## config.mk

```make
export PLATFORM = sky130hd
export DESIGN_NAME = noc_cmd_decoder
export DESIGN_NICKNAME = d
export VERILOG_FILES = /design/src/rtl/noc_cmd_pkg.sv /design/src/rtl/noc_cmd_fifo.sv /design/src/rtl/noc_cmd_decoder.sv
export SDC_FILE = /design/constraint.sdc
export NUM_CORES = 1
export LEC_CHECK = 0
export CAP_MARGIN = 20
export CORE_UTILIZATION = 63
export DETAILED_ROUTE_END_ITERATION = 10
export HOLD_SLACK_MARGIN = 0.02
export PLACE_DENSITY_LB_ADDON = 0.1
export SLEW_MARGIN = 20
export SYNTH_ARGS = -nofsm -noshare
export SYNTH_HDL_FRONTEND = slang
export SYNTH_SLANG_ARGS = --single-unit
```

## constraint.sdc

```tcl
create_clock -name clk -period 4.5 [get_ports clk]
set_clock_uncertainty 0.05 [all_clocks]
set_input_delay 0.9 -clock clk [delete_from_list [all_inputs] [get_ports clk]]
set_output_delay 0.9 -clock clk [all_outputs]
set_load 0.02 [all_outputs]
```

## src/rtl/noc_cmd_pkg.sv

```systemverilog
// rtl/noc_cmd_pkg.sv - shared opcodes, ack codes and assembly states for the NoC command decoder
package noc_cmd_pkg;

  localparam logic [7:0] NOC_OP_WRITE = 8'h02;
  localparam logic [7:0] NOC_OP_READ  = 8'h03;
  localparam logic [7:0] NOC_OP_SE4K  = 8'h20;
  localparam logic [7:0] NOC_OP_BE32K = 8'h52;
  localparam logic [7:0] NOC_OP_BE64K = 8'hD8;
  localparam logic [7:0] NOC_OP_RESET = 8'h99;

  localparam logic [3:0] FSM_OP_NONE  = 4'd0;
  localparam logic [3:0] FSM_OP_WRITE = 4'd1;
  localparam logic [3:0] FSM_OP_READ  = 4'd2;
  localparam logic [3:0] FSM_OP_SE4K  = 4'd3;
  localparam logic [3:0] FSM_OP_BE32K = 4'd4;
  localparam logic [3:0] FSM_OP_BE64K = 4'd5;
  localparam logic [3:0] FSM_OP_RESET = 4'd6;

  localparam logic [1:0] ACK_OK      = 2'b00;
  localparam logic [1:0] ACK_ILLEGAL = 2'b10;

  typedef enum logic [1:0] {S_IDLE, S_LEN, S_ADDR, S_PUSH} state_t;

  // Unknown NoC opcodes map to FSM_OP_NONE, which marks the frame as illegal.
  function automatic logic [3:0] decode_op(input logic [7:0] b);
    case (b)
      NOC_OP_WRITE: decode_op = FSM_OP_WRITE;
      NOC_OP_READ:  decode_op = FSM_OP_READ;
      NOC_OP_SE4K:  decode_op = FSM_OP_SE4K;
      NOC_OP_BE32K: decode_op = FSM_OP_BE32K;
      NOC_OP_BE64K: decode_op = FSM_OP_BE64K;
      NOC_OP_RESET: decode_op = FSM_OP_RESET;
      default:      decode_op = FSM_OP_NONE;
    endcase
  endfunction

endpackage

```

## src/rtl/noc_cmd_fifo.sv

```systemverilog
// rtl/noc_cmd_fifo.sv - synchronous command queue with full/empty flags
module noc_cmd_fifo #(
  parameter int WIDTH = 32,
  parameter int DEPTH = 4
) (
  input  logic             clk,
  input  logic             rst,
  input  logic             push_i,
  input  logic [WIDTH-1:0] wdata_i,
  input  logic             pop_i,
  output logic [WIDTH-1:0] rdata_o,
  output logic             full_o,
  output logic             empty_o
);

  localparam int PW = $clog2(DEPTH);

  logic [WIDTH-1:0] mem_q [DEPTH];
  logic [PW-1:0]    wptr_q, rptr_q;
  logic [PW:0]      count_q;
  logic             wr, rd;

  assign full_o  = (count_q == (PW+1)'(DEPTH));
  assign empty_o = (count_q == '0);
  // A pop in the same cycle frees the slot, so a full queue still accepts the push.
  assign wr      = push_i && (!full_o || pop_i);
  assign rd      = pop_i && !empty_o;
  assign rdata_o = mem_q[rptr_q];

  always_ff @(posedge clk) begin
    if (wr) mem_q[wptr_q] <= wdata_i;
  end

  always_ff @(posedge clk) begin
    if (rst) begin
      wptr_q  <= '0;
      rptr_q  <= '0;
      count_q <= '0;
    end else begin
      if (wr) wptr_q <= wptr_q + 1'b1;
      if (rd) rptr_q <= rptr_q + 1'b1;
      case ({wr, rd})
        2'b10:   count_q <= count_q + 1'b1;
        2'b01:   count_q <= count_q - 1'b1;
        default: count_q <= count_q;
      endcase
    end
  end

endmodule

```

## src/rtl/noc_cmd_decoder.sv

```systemverilog
// rtl/noc_cmd_decoder.sv - assembles NoC command frames, queues them and issues them to the flash FSM
module noc_cmd_decoder
  import noc_cmd_pkg::*;
#(
  parameter int ADDR_BYTES = 3,
  parameter int DEPTH      = 4,
  parameter int LEN_W      = 4
) (
  input  logic                    clk,
  input  logic                    rst,
  input  logic                    noc_valid,
  input  logic [7:0]              noc_data,
  output logic                    noc_ready,
  output logic                    cmd_valid,
  input  logic                    cmd_ready,
  output logic [3:0]              fsm_opcode,
  output logic                    read_write,
  output logic [LEN_W-1:0]        transaction_length,
  output logic [8*ADDR_BYTES-1:0] address,
  input  logic                    transaction_done,
  output logic                    ack_valid,
  output logic [1:0]              ack_status
);

  localparam int AW = 8 * ADDR_BYTES;
  localparam int EW = 4 + 1 + LEN_W + AW;
  localparam int CW = (ADDR_BYTES > 1) ? $clog2(ADDR_BYTES) : 1;

  state_t           state_q;
  logic [CW-1:0]    cnt_q;
  logic [3:0]       op_q;
  logic             rw_q;
  logic [LEN_W-1:0] len_q;
  logic [AW-1:0]    addr_q;
  logic             drop_q;
  logic             busy_q, pend_q, ack_valid_q;
  logic [1:0]       ack_status_q;

  logic             accept, last_addr, ill_evt, done_evt, pop, push, full, empty;
  logic [EW-1:0]    head;
  logic [3:0]       head_op;
  logic             head_rw;
  logic [LEN_W-1:0] head_len;
  logic [AW-1:0]    head_addr;

  assign noc_ready = (state_q != S_PUSH);
  assign accept    = noc_valid && noc_ready;
  assign last_addr = (cnt_q == CW'(ADDR_BYTES - 1));
  // Zero-length read/write frames are rejected on their final byte, after the whole frame is consumed.
  assign ill_evt   = accept && (((state_q == S_IDLE) && (decode_op(noc_data) == FSM_OP_NONE)) ||
                                ((state_q == S_ADDR) && last_addr && drop_q));
  assign done_evt  = transaction_done && busy_q;
  assign cmd_valid = !empty && !busy_q;
  assign pop       = cmd_valid && cmd_ready;
  assign push      = (state_q == S_PUSH) && !drop_q;

  noc_cmd_fifo #(.WIDTH(EW), .DEPTH(DEPTH)) u_fifo (
    .clk     (clk),
    .rst     (rst),
    .push_i  (push),
    .wdata_i ({op_q, rw_q, len_q, addr_q}),
    .pop_i   (pop),
    .rdata_o (head),
    .full_o  (full),
    .empty_o (empty)
  );

  assign {head_op, head_rw, head_len, head_addr} = head;
  assign fsm_opcode         = cmd_valid ? head_op   : '0;
  assign read_write         = cmd_valid ? head_rw   : 1'b0;
  assign transaction_length = cmd_valid ? head_len  : '0;
  assign address            = cmd_valid ? head_addr : '0;
  assign ack_valid          = ack_valid_q;
  assign ack_status         = ack_status_q;

  always_ff @(posedge clk) begin
    if (rst) begin
      state_q <= S_IDLE;
      cnt_q   <= '0;
      op_q    <= FSM_OP_NONE;
      rw_q    <= 1'b0;
      len_q   <= '0;
      addr_q  <= '0;
      drop_q  <= 1'b0;
    end else begin
      case (state_q)
        S_IDLE: if (accept) begin
          op_q   <= decode_op(noc_data);
          rw_q   <= (noc_data == NOC_OP_WRITE);
          len_q  <= '0;
          addr_q <= '0;
          drop_q <= 1'b0;
          cnt_q  <= '0;
          case (decode_op(noc_data))
            FSM_OP_WRITE, FSM_OP_READ:              state_q <= S_LEN;
            FSM_OP_SE4K, FSM_OP_BE32K, FSM_OP_BE64K: state_q <= S_ADDR;
            FSM_OP_RESET:                           state_q <= S_PUSH;
            default:                                state_q <= S_IDLE;
          endcase
        end
        S_LEN: if (accept) begin
          len_q   <= noc_data[LEN_W-1:0];
          drop_q  <= (noc_data == 8'h00);
          state_q <= S_ADDR;
        end
        S_ADDR: if (accept) begin
          addr_q <= AW'({addr_q, noc_data});
          if (last_addr) begin
            cnt_q   <= '0;
            state_q <= S_PUSH;
          end else begin
            cnt_q <= cnt_q + 1'b1;
          end
        end
        S_PUSH: if (drop_q || !full || pop) state_q <= S_IDLE;
        default: state_q <= S_IDLE;
      endcase
    end
  end

  // A done ack always wins; a colliding illegal ack waits one cycle in pend_q.
  always_ff @(posedge clk) begin
    if (rst) begin
      busy_q       <= 1'b0;
      pend_q       <= 1'b0;
      ack_valid_q  <= 1'b0;
      ack_status_q <= ACK_OK;
    end else begin
      if (pop)           busy_q <= 1'b1;
      else if (done_evt) busy_q <= 1'b0;
      if (done_evt) begin
        ack_valid_q  <= 1'b1;
        ack_status_q <= ACK_OK;
        pend_q       <= pend_q || ill_evt;
      end else if (pend_q) begin
        ack_valid_q  <= 1'b1;
        ack_status_q <= ACK_ILLEGAL;
        pend_q       <= ill_evt;
      end else if (ill_evt) begin
        ack_valid_q  <= 1'b1;
        ack_status_q <= ACK_ILLEGAL;
      end else begin
        ack_valid_q  <= 1'b0;
        ack_status_q <= ACK_OK;
      end
    end
  end

endmodule

```

==> results.yml, run 1 <==
status:
  status: "finished, final reports clean"
clocking:
  htreeDepth: 4
  postCtsSetupRepairBufs: 0
  clockRootBuffer: "clkbuf_8"
  clock_sinks: 178
  cts-buffers-inserted: 17
  clock_latency_ns: 0.53
  holdBufCountCts: 0
  cts_tree: "done"
  cts_resized: 0
  clock_path_buffers: 2
  clk_pin_slew_worst_paths_ns: 0.07
timing:
  slew_headroom: 0.3525
  fin_crit_sh: 0.8241
  fin_ws_ns: 0.7918
  tightest_slew_ns: 0.9713
  setup_violations: 0
  fin_setup_tns_ns: 0
  fmax_mhz: 269.7
  timing.hold.ws_ns: 0.4541
  rsz0062_at_grt: "false"
  slew_violations: 0
  finalHoldViolations: 0
  fin_crit_ns: 3.708
power_and_ir_drop:
  power.total_mw: 3.221
  ir_drop_mv: 0.2305
  power_density_mw_per_mm2: 390.6
  p_leak_nw: 2.699
die:
  die_width_um: 108.0
  ios: 51
  start_util: 0.6505
  die_area_mm2: 0.01167
  core_area_mm2: 0.01089
  fp.dieH_um: 108.0
  rows: 38
logic_synthesis:
  synthFlopType: "edfxtp_1"
  synth_edf_count: 128
  ys_warn_count: 0
  ys_top_cells_by_area: "edfxtp_1 (54%), dfxtp_1 (14%), mux4_2 (10%), and2_1 (3.2%), a22oi_1 (3.0%)"
  avgSynthCellArea_um2: 15.60
  syn_area_mm2: 0.007083
  yosysSeqAreaShare: 0.6840
  syn_inst: 454
  synthArstFlopShare: 0
  synth_top_area_share: 0.5427
  synth_seq_cells: 178
  synth_area_leader_cell: "edfxtp_1"
  ys_types: 49
placed_design:
  routabilityCongestion: 0.8651
  post-place-ws_ns: 1.158
  post-place-cells: 625
  numPortBuffers: 48
  hpwl_um: 7805
global_routing:
  grt-ovfl-total: 0
  grtUsageTotal: 0.2401
  grt_max_degree: 53
  grt_pass1_wl_um: 20150
  grt_pass1_vias: 3817
  grt_antenna_before_repair: 0
critical_path:
  critPathCaptureType: "output pin"
  worst-path-max-fanout: 19
  cp_cell_sequence: "buf_12 > mux4_2 > and2_1 > clkdlybuf4s50_1"
  critical_path_required_ns: 3.55
  crit_type: "flop to output pin"
  slowest_delay_ns: 0.70
  cp_num_buf_inv: 2
  cp-start-kind: "flop"
  arrival_ns: 2.76
  crit_family: "buffers and inverters"
  cpMaxStageDelayCell: "dfxtp_2"
min_path:
  hold_path_class: "flop to flop"
flow_run:
  maxCapViolations: 0
routing:
  drtPass1Iterations: 6
  vias: 3968
  ant_nets: 0
  drc: 0
  vias_per_cell: 6.040
  routed_wl_um: 13130
  post_drt_wl_per_cell_um: 19.98
  drtIter0Drc: 334
finish:
  finalNetCount: 528
  area_growth_pct: 16.41
  nFillCells: 637
  n_antenna_cell: 0
  fin_cells: 657
  final_cell_mix: "edfxtp_1 (128), nor2_1 (52), dfxtp_1 (49)"
  drive_above_1_share: 0.1644
  final_common_cell: "edfxtp_1"
final timing paths:
check / start / endpoint / slack (ns) / cells after the start
max: flop / transaction_length[2] / 0.79 / 4
min: pend_q$_SDFF_PP0_ / ack_status[1]$_SDFF_PP0_ / 0.45 / 1
max reg2reg: u_fifo.count_q[2]$_SDFFE_PP0P_ / u_fifo.count_q[2]$_SDFFE_PP0P_ / 1.49 / 11
min reg2reg: pend_q$_SDFF_PP0_ / ack_status[1]$_SDFF_PP0_ / 0.45 / 1
area by class of cell:
class	instances	area, um^2	share of cell area
clock buffers	17	414.1	0.05023
clock inverters	15	158.9	0.01927
inverters	13	48.80	0.005918
multi-input cells	238	2054	0.2492
flip-flops and latches	178	4846	0.5877
well taps	140	175.2	0.02124
repair buffers	56	548.0	0.06646
synth_stat cells (2+ instances only):
master,n
nor2b_1,2
dfxtp_1,50
nor3_1,4
clkbuf_1,11
inv_1,12
buf_2,5
buf_4,2
nand3_1,6
xor2_1,4
a22oi_1,28
edfxtp_1,128
nand2b_1,3
and4b_1,3
ha_1,10
nor2_1,53
and2_1,36
o21ai_1,3
a21oi_1,11
mux4_2,32
a211oi_1,2
nor3_2,2
buf_1,4
and3b_1,2
a31oi_1,2
nand4b_1,2
nand2_1,9
and3_1,2
mux2i_1,2
buf_6,4
stage by stage:
stage / area, um^2 / util
detailed placement: 7672 / 0.7047
CTS: 8245 / 0.7573
global placement: 7672 / 0.7047
finish: 8245 / 0.7573
global route: 8245 / 0.7573
floorplan: 7087 / -
registers in the layout (all words and copies together), names as in the netlist, 3 cells and up, named ones only:
signal / flops
u_fifo.count_q: 3
len_q: 4
op_q: 3
u_fifo.mem_q: 128
addr_q: 24
logic make-up (layout without fill, tap and decap cells):
group           after synthesis  count (layout)  synth area share
xor+xnor                      5               5          0.006182
fa+ha+maj                    11              11           0.02049
mux                          34              34            0.1046
flops                       178             178            0.6840
buf+inv                      39             101           0.02685
simple gates                131             131            0.1010
compound gates               55              55           0.05635
other cells                   1               2         0.0005294
where the power goes:
part | total, mW | switching (mW) | internal, mW
registers | 1.74 | 0.00396 | 1.74
clock network | 1.41 | 0.614 | 0.797
logic | 0.0665 | 0.0430 | 0.0234
worst register-to-register path, cell delays in order, from the launching register on:
cell	delay, ns
dfxtp_1	0.38
nor3_1	0.09
nor2_2	0.58
buf_4	0.33
nand2_1	0.13
inv_1	0.09
ha_1	0.18
inv_1	0.07
fa_1	0.43
xor2_1	0.15
or3_1	0.31
a21oi_1	0.14
routing by layer:
| layer | global-route usage | vias up | share of wire |
|---|---|---|---|
| met3 | 0.05304 | 16 | 0.055 |
| met4 | 0.08611 | 0 | 0.015 |
| met1 | 0.3314 | 1989 | 0.44 |
| li1 | - | 1812 | - |
| met2 | 0.3790 | 151 | 0.49 |
| met5 | 0 | - | 0 |
(Power assumes the default switching activity.)
==> run 2, diff against run 1 <==
--- a/config.mk
+++ b/config.mk
@@ -6,7 +6,7 @@
 export NUM_CORES = 1
 export LEC_CHECK = 0
 export CAP_MARGIN = 20
-export CORE_UTILIZATION = 63
+export CORE_UTILIZATION = 58
 export DETAILED_ROUTE_END_ITERATION = 10
 export HOLD_SLACK_MARGIN = 0.02
 export PLACE_DENSITY_LB_ADDON = 0.1
==> constraint.sdc (replaced) <==
create_clock -name clk -period 3.8 [get_ports clk]
set_clock_uncertainty 0.05 [all_clocks]
set_input_delay 0.76 -clock clk [delete_from_list [all_inputs] [get_ports clk]]
set_output_delay 0.76 -clock clk [all_outputs]
set_load 0.02 [all_outputs]
==> results.yml, run 2 (synthesis results as in run 1) <==
status:
  status: "finished, final reports clean"
die:
  start_util: 0.6073
  rows: 39
  fp.dieH_um: 112.5
  die_width_um: 112.5
  ios: 51
  die_area_mm2: 0.01266
  core_area_mm2: 0.01166
placed_design:
  routabilityCongestion: 0.8531
  post-place-cells: 630
  numPortBuffers: 48
  hpwl_um: 7882
power_and_ir_drop:
  seq_power_share: 0.492
  power.share.switching: 0.1836
  switchingPower_uw: 770.0
  power_density_mw_per_mm2: 499.4
  combinationalPowerShare: 0.019
  ir_drop_mv: 0.2772
  clkPwrFrac: 0.489
  p_leak_nw: 2.768
  intPower_mw: 3.423
clocking:
  cts_resized: 0
  postCtsSetupRepairBufs: 0
  clock_path_buffers: 2
  clock_latency_ns: 0.42
  holdBufCountCts: 0
  clockRootBuffer: "clkbuf_16"
  clock_sinks: 178
  htreeDepth: 4
  clk_pin_slew_worst_paths_ns: 0.06
  cts-buffers-inserted: 17
  cts_tree: "done"
timing:
  finalHoldViolations: 0
  rsz0062_at_grt: "false"
  setup_violations: 0
  fmax_mhz: 298.6
  tightest_slew_ns: 0.6894
  fin_crit_ns: 3.349
  slew_violations: 0
  fin_crit_sh: 0.8813
  slew_headroom: 0.5393
  fin_setup_tns_ns: 0
min_path:
  hold_path_class: "flop to flop"
critical_path:
  crit_type: "flop to output pin"
  worst-path-max-fanout: 24
  cp-start-kind: "flop"
  arrival_ns: 2.54
  critical_path_required_ns: 2.99
  critPathCaptureType: "output pin"
finish:
  top_register: "u_fifo.mem_q"
  n_antenna_cell: 0
  nFillCells: 751
  largest_reg_flops: 128
  area_growth_pct: 18.55
  finalNetCount: 530
  final_common_cell: "edfxtp_1"
  fin_cells: 662
  drive_above_1_share: 0.1676
  final_cell_mix: "edfxtp_1 (128), nor2_1 (52), dfxtp_1 (49)"
  top_regs: "u_fifo.mem_q: 128 flops, addr_q: 24 flops, len_q: 4 flops"
global_routing:
  grt_pass1_vias: 4157
  grt_antenna_before_repair: 0
  grt_max_degree: 33
  grt_pass1_wl_um: 22050
  grtUsageTotal: 0.2375
  grt-ovfl-total: 0
routing:
  drtPass1Iterations: 4
  drtIter0Drc: 299
  vias_per_cell: 6.071
  drc: 0
  post_drt_wl_per_cell_um: 20.35
  ant_nets: 0
  routed_wl_um: 13480
  vias: 4019
flow_run:
  maxCapViolations: 0
-- run 2: critical path: stages, from the launching register on --
cell	delay, ns
dfxtp_2	0.55
buf_12	0.29
mux4_2	0.58
and2_1	0.18
clkdlybuf4s50_1	0.53
-- run 2: path summary, 6_finish.rpt --
kind	cells past startpoint	slack, ns	from	to
worst max-delay path	4	0.45	flop	address[0]
worst min-delay path	2	0.47	op_q[0]$_SDFFE_PP0P_	op_q[0]$_SDFFE_PP0P_
worst max register to register	11	0.86	u_fifo.count_q[2]$_SDFFE_PP0P_	u_fifo.count_q[2]$_SDFFE_PP0P_
worst min register to register	2	0.47	op_q[0]$_SDFFE_PP0P_	op_q[0]$_SDFFE_PP0P_
-- run 2: final cells by class --
class / instances / area [um^2] / area share
flip-flops and latches: 178 / 4846 / 0.5771
multi-input cells: 238 / 2054 / 0.2447
repair buffers: 58 / 563.0 / 0.06705
clock buffers: 19 / 452.9 / 0.05394
clock inverters: 13 / 252.7 / 0.03010
well taps: 143 / 178.9 / 0.02131
inverters: 13 / 48.80 / 0.005811
-- run 2: layer usage --
| metal | vias to the layer above | global-route usage | share of wire |
|---|---|---|---|
| li1 | 1812 | - | - |
| met1 | 2048 | 0.3024 | 0.41 |
| met2 | 137 | 0.3930 | 0.51 |
| met3 | 22 | 0.05022 | 0.053 |
| met4 | 0 | 0.1147 | 0.024 |
| met5 | - | 0 | 0 |
-- run 2: per-stage QoR --
stage / instance area (um^2) / setup slack [ns] / util / hold slack, ns / power [mW]
after floorplan: 7087 / 1.169 / - / 0.4092 / 2.154
final: 8397 / 0.4511 / 0.7200 / 0.4665 / 4.193
after global routing: 8397 / 0.3113 / 0.7200 / 0.4759 / 4.289
after CTS: 8397 / 0.3941 / 0.7200 / 0.4560 / 4.206
after global placement: 7691 / 0.7303 / 0.6595 / 0.4335 / 2.184
after detailed placement: 7691 / 0.6017 / 0.6595 / 0.4449 / 2.186
-- run 2: power by group through the flow --
stage                     clock network (mW)  registers, mW  logic (mW)
after floorplan                            0           2.11      0.0476
after global placement                     0           2.11      0.0780
after detailed placement                   0           2.11      0.0794
after CTS                               2.06           2.06      0.0798
after global routing                    2.14           2.06      0.0865
final                                   2.05           2.06      0.0801
==> run 3, diff against run 2 <==
--- a/config.mk
+++ b/config.mk
@@ -6,7 +6,7 @@
 export NUM_CORES = 1
 export LEC_CHECK = 0
 export CAP_MARGIN = 20
-export CORE_UTILIZATION = 58
+export CORE_UTILIZATION = 63
 export DETAILED_ROUTE_END_ITERATION = 10
 export HOLD_SLACK_MARGIN = 0.02
 export PLACE_DENSITY_LB_ADDON = 0.1
==> constraint.sdc (replaced) <==
create_clock -name clk -period 3.9 [get_ports clk]
set_clock_uncertainty 0.05 [all_clocks]
set_input_delay 0.78 -clock clk [delete_from_list [all_inputs] [get_ports clk]]
set_output_delay 0.78 -clock clk [all_outputs]
set_load 0.02 [all_outputs]
==> results.yml, run 3 (synthesis results as in run 1) <==
clocking:
  htreeDepth: 4
  clk_pin_slew_worst_paths_ns: 0.07
  clock_path_buffers: 2
  clockRootBuffer: "clkbuf_8"
  holdBufCountCts: 0
  cts-buffers-inserted: 17
  cts_tree: "done"
  clock_latency_ns: 0.52
  clock_sinks: 178
  cts_resized: 0
  postCtsSetupRepairBufs: 0
critical_path:
  worst-path-max-fanout: 22
  critPathCaptureType: "output pin"
  crit_type: "flop to output pin"
  cp_num_buf_inv: 2
  cp-start-kind: "flop"
  cpMaxStageDelayCell: "clkdlybuf4s50_1"
  crit_family: "buffers and inverters"
  slowest_delay_ns: 0.60
  arrival_ns: 2.63
  critical_path_required_ns: 3.07
  cp_cell_sequence: "nor3_1 > nor2_2 > buf_4 > and2_1 > clkdlybuf4s50_1"
die:
  fp.dieH_um: 108.0
  die_area_mm2: 0.01167
  core_area_mm2: 0.01089
  start_util: 0.6505
  rows: 38
  die_width_um: 108.0
  ios: 51
status:
  status: "finished, final reports clean"
finish:
  top_regs: "u_fifo.mem_q: 128 flops, addr_q: 24 flops, len_q: 4 flops"
  post-route-cell-area_mm2: 0.008223
  utilization: 0.7552
  n_antenna_cell: 0
  drive_above_1_share: 0.1602
  top_register: "u_fifo.mem_q"
  final_common_cell: "edfxtp_1"
  nFillCells: 667
  fin_cells: 658
  finalNetCount: 529
  area_growth_pct: 16.09
  largest_reg_flops: 128
  final_cell_mix: "edfxtp_1 (128), nor2_1 (52), dfxtp_1 (49)"
global_routing:
  grt_max_degree: 38
  grt_pass1_vias: 3987
  grt_antenna_before_repair: 0
  grt_pass1_wl_um: 21140
  grtUsageTotal: 0.2540
  grt-ovfl-total: 0
timing:
  tightest_slew_ns: 0.6919
  fin_crit_ns: 3.455
  finalHoldViolations: 0
  fin_crit_sh: 0.8860
  setup_violations: 0
  slew_violations: 0
  fin_ws_ns: 0.4445
  rsz0062_at_grt: "false"
  fmax_mhz: 289.4
  timing.hold.ws_ns: 0.4727
  fin_setup_tns_ns: 0
  slew_headroom: 0.5376
power_and_ir_drop:
  seq_power_share: 0.553
  power.share.switching: 0.2043
  ir_drop_mv: 0.3885
  intPower_mw: 2.895
  combinationalPowerShare: 0.021
  power_density_mw_per_mm2: 442.4
  p_leak_nw: 2.674
  power.total_mw: 3.638
  switchingPower_uw: 743.1
  clkPwrFrac: 0.426
routing:
  post_drt_wl_per_cell_um: 20.34
  drc: 0
  vias: 3958
  drtPass1Iterations: 4
  drtIter0Drc: 330
  vias_per_cell: 6.015
  ant_nets: 0
  routed_wl_um: 13390
placed_design:
  post-place-cells: 626
  post-place-ws_ns: 0.7054
  placed_area_mm2: 0.007680
  hpwl_um: 7838
  routabilityCongestion: 0.8744
  numPortBuffers: 48
flow_run:
  maxCapViolations: 0
min_path:
  hold_path_class: "flop to flop"
-- run 3: power by group through the flow --
stage               sequential, mW  clock [mW]  combinational (mW)
floorplan                     2.05           0              0.0464
global placement              2.05           0              0.0750
detailed placement            2.05           0              0.0756
CTS                           2.01        1.56              0.0769
global route                  2.01        1.66              0.0833
finish                        2.01        1.55              0.0777
-- run 3: per-layer routing --
metal	global-route usage	part of all wire	vias up
met5	0	0	-
met4	0.08219	0.0068	0
met3	0.05606	0.055	6
met2	0.4045	0.50	149
met1	0.3518	0.44	1987
li1	-	-	1816
-- run 3: worst reg2reg max path: stages, from the launching register on --
cell and delay [ns]:
dfxtp_1 0.38, nor3_1 0.08, nor2_2 0.51, buf_4 0.35, nand2_1 0.14, inv_1 0.10, ha_1 0.19, inv_1 0.07
fa_1 0.42, xor2_1 0.16, or3_1 0.33, a21oi_1 0.15
-- run 3: area by class of cell --
class / instances / area (um^2) / share of cell area
clock inverter: 13 / 111.4 / 0.01354
multi-input combinational: 238 / 2054 / 0.2498
tap: 140 / 175.2 / 0.02130
timing repair buffer: 57 / 555.5 / 0.06756
sequential: 178 / 4846 / 0.5893
clock buffer: 19 / 431.7 / 0.05250
inverter: 13 / 48.80 / 0.005934
-- run 3: final timing paths --
check	start	to	slack, ns	depth (start not counted)
min	len_q[2]$_SDFFE_PP0P_	u_fifo.mem_q[2][26]$_DFFE_PP_	0.47	0
max	u_fifo.count_q[2]$_SDFFE_PP0P_	read_write	0.44	5
min reg2reg	len_q[2]$_SDFFE_PP0P_	u_fifo.mem_q[2][26]$_DFFE_PP_	0.47	0
max reg2reg	u_fifo.count_q[2]$_SDFFE_PP0P_	u_fifo.count_q[2]$_SDFFE_PP0P_	0.88	11
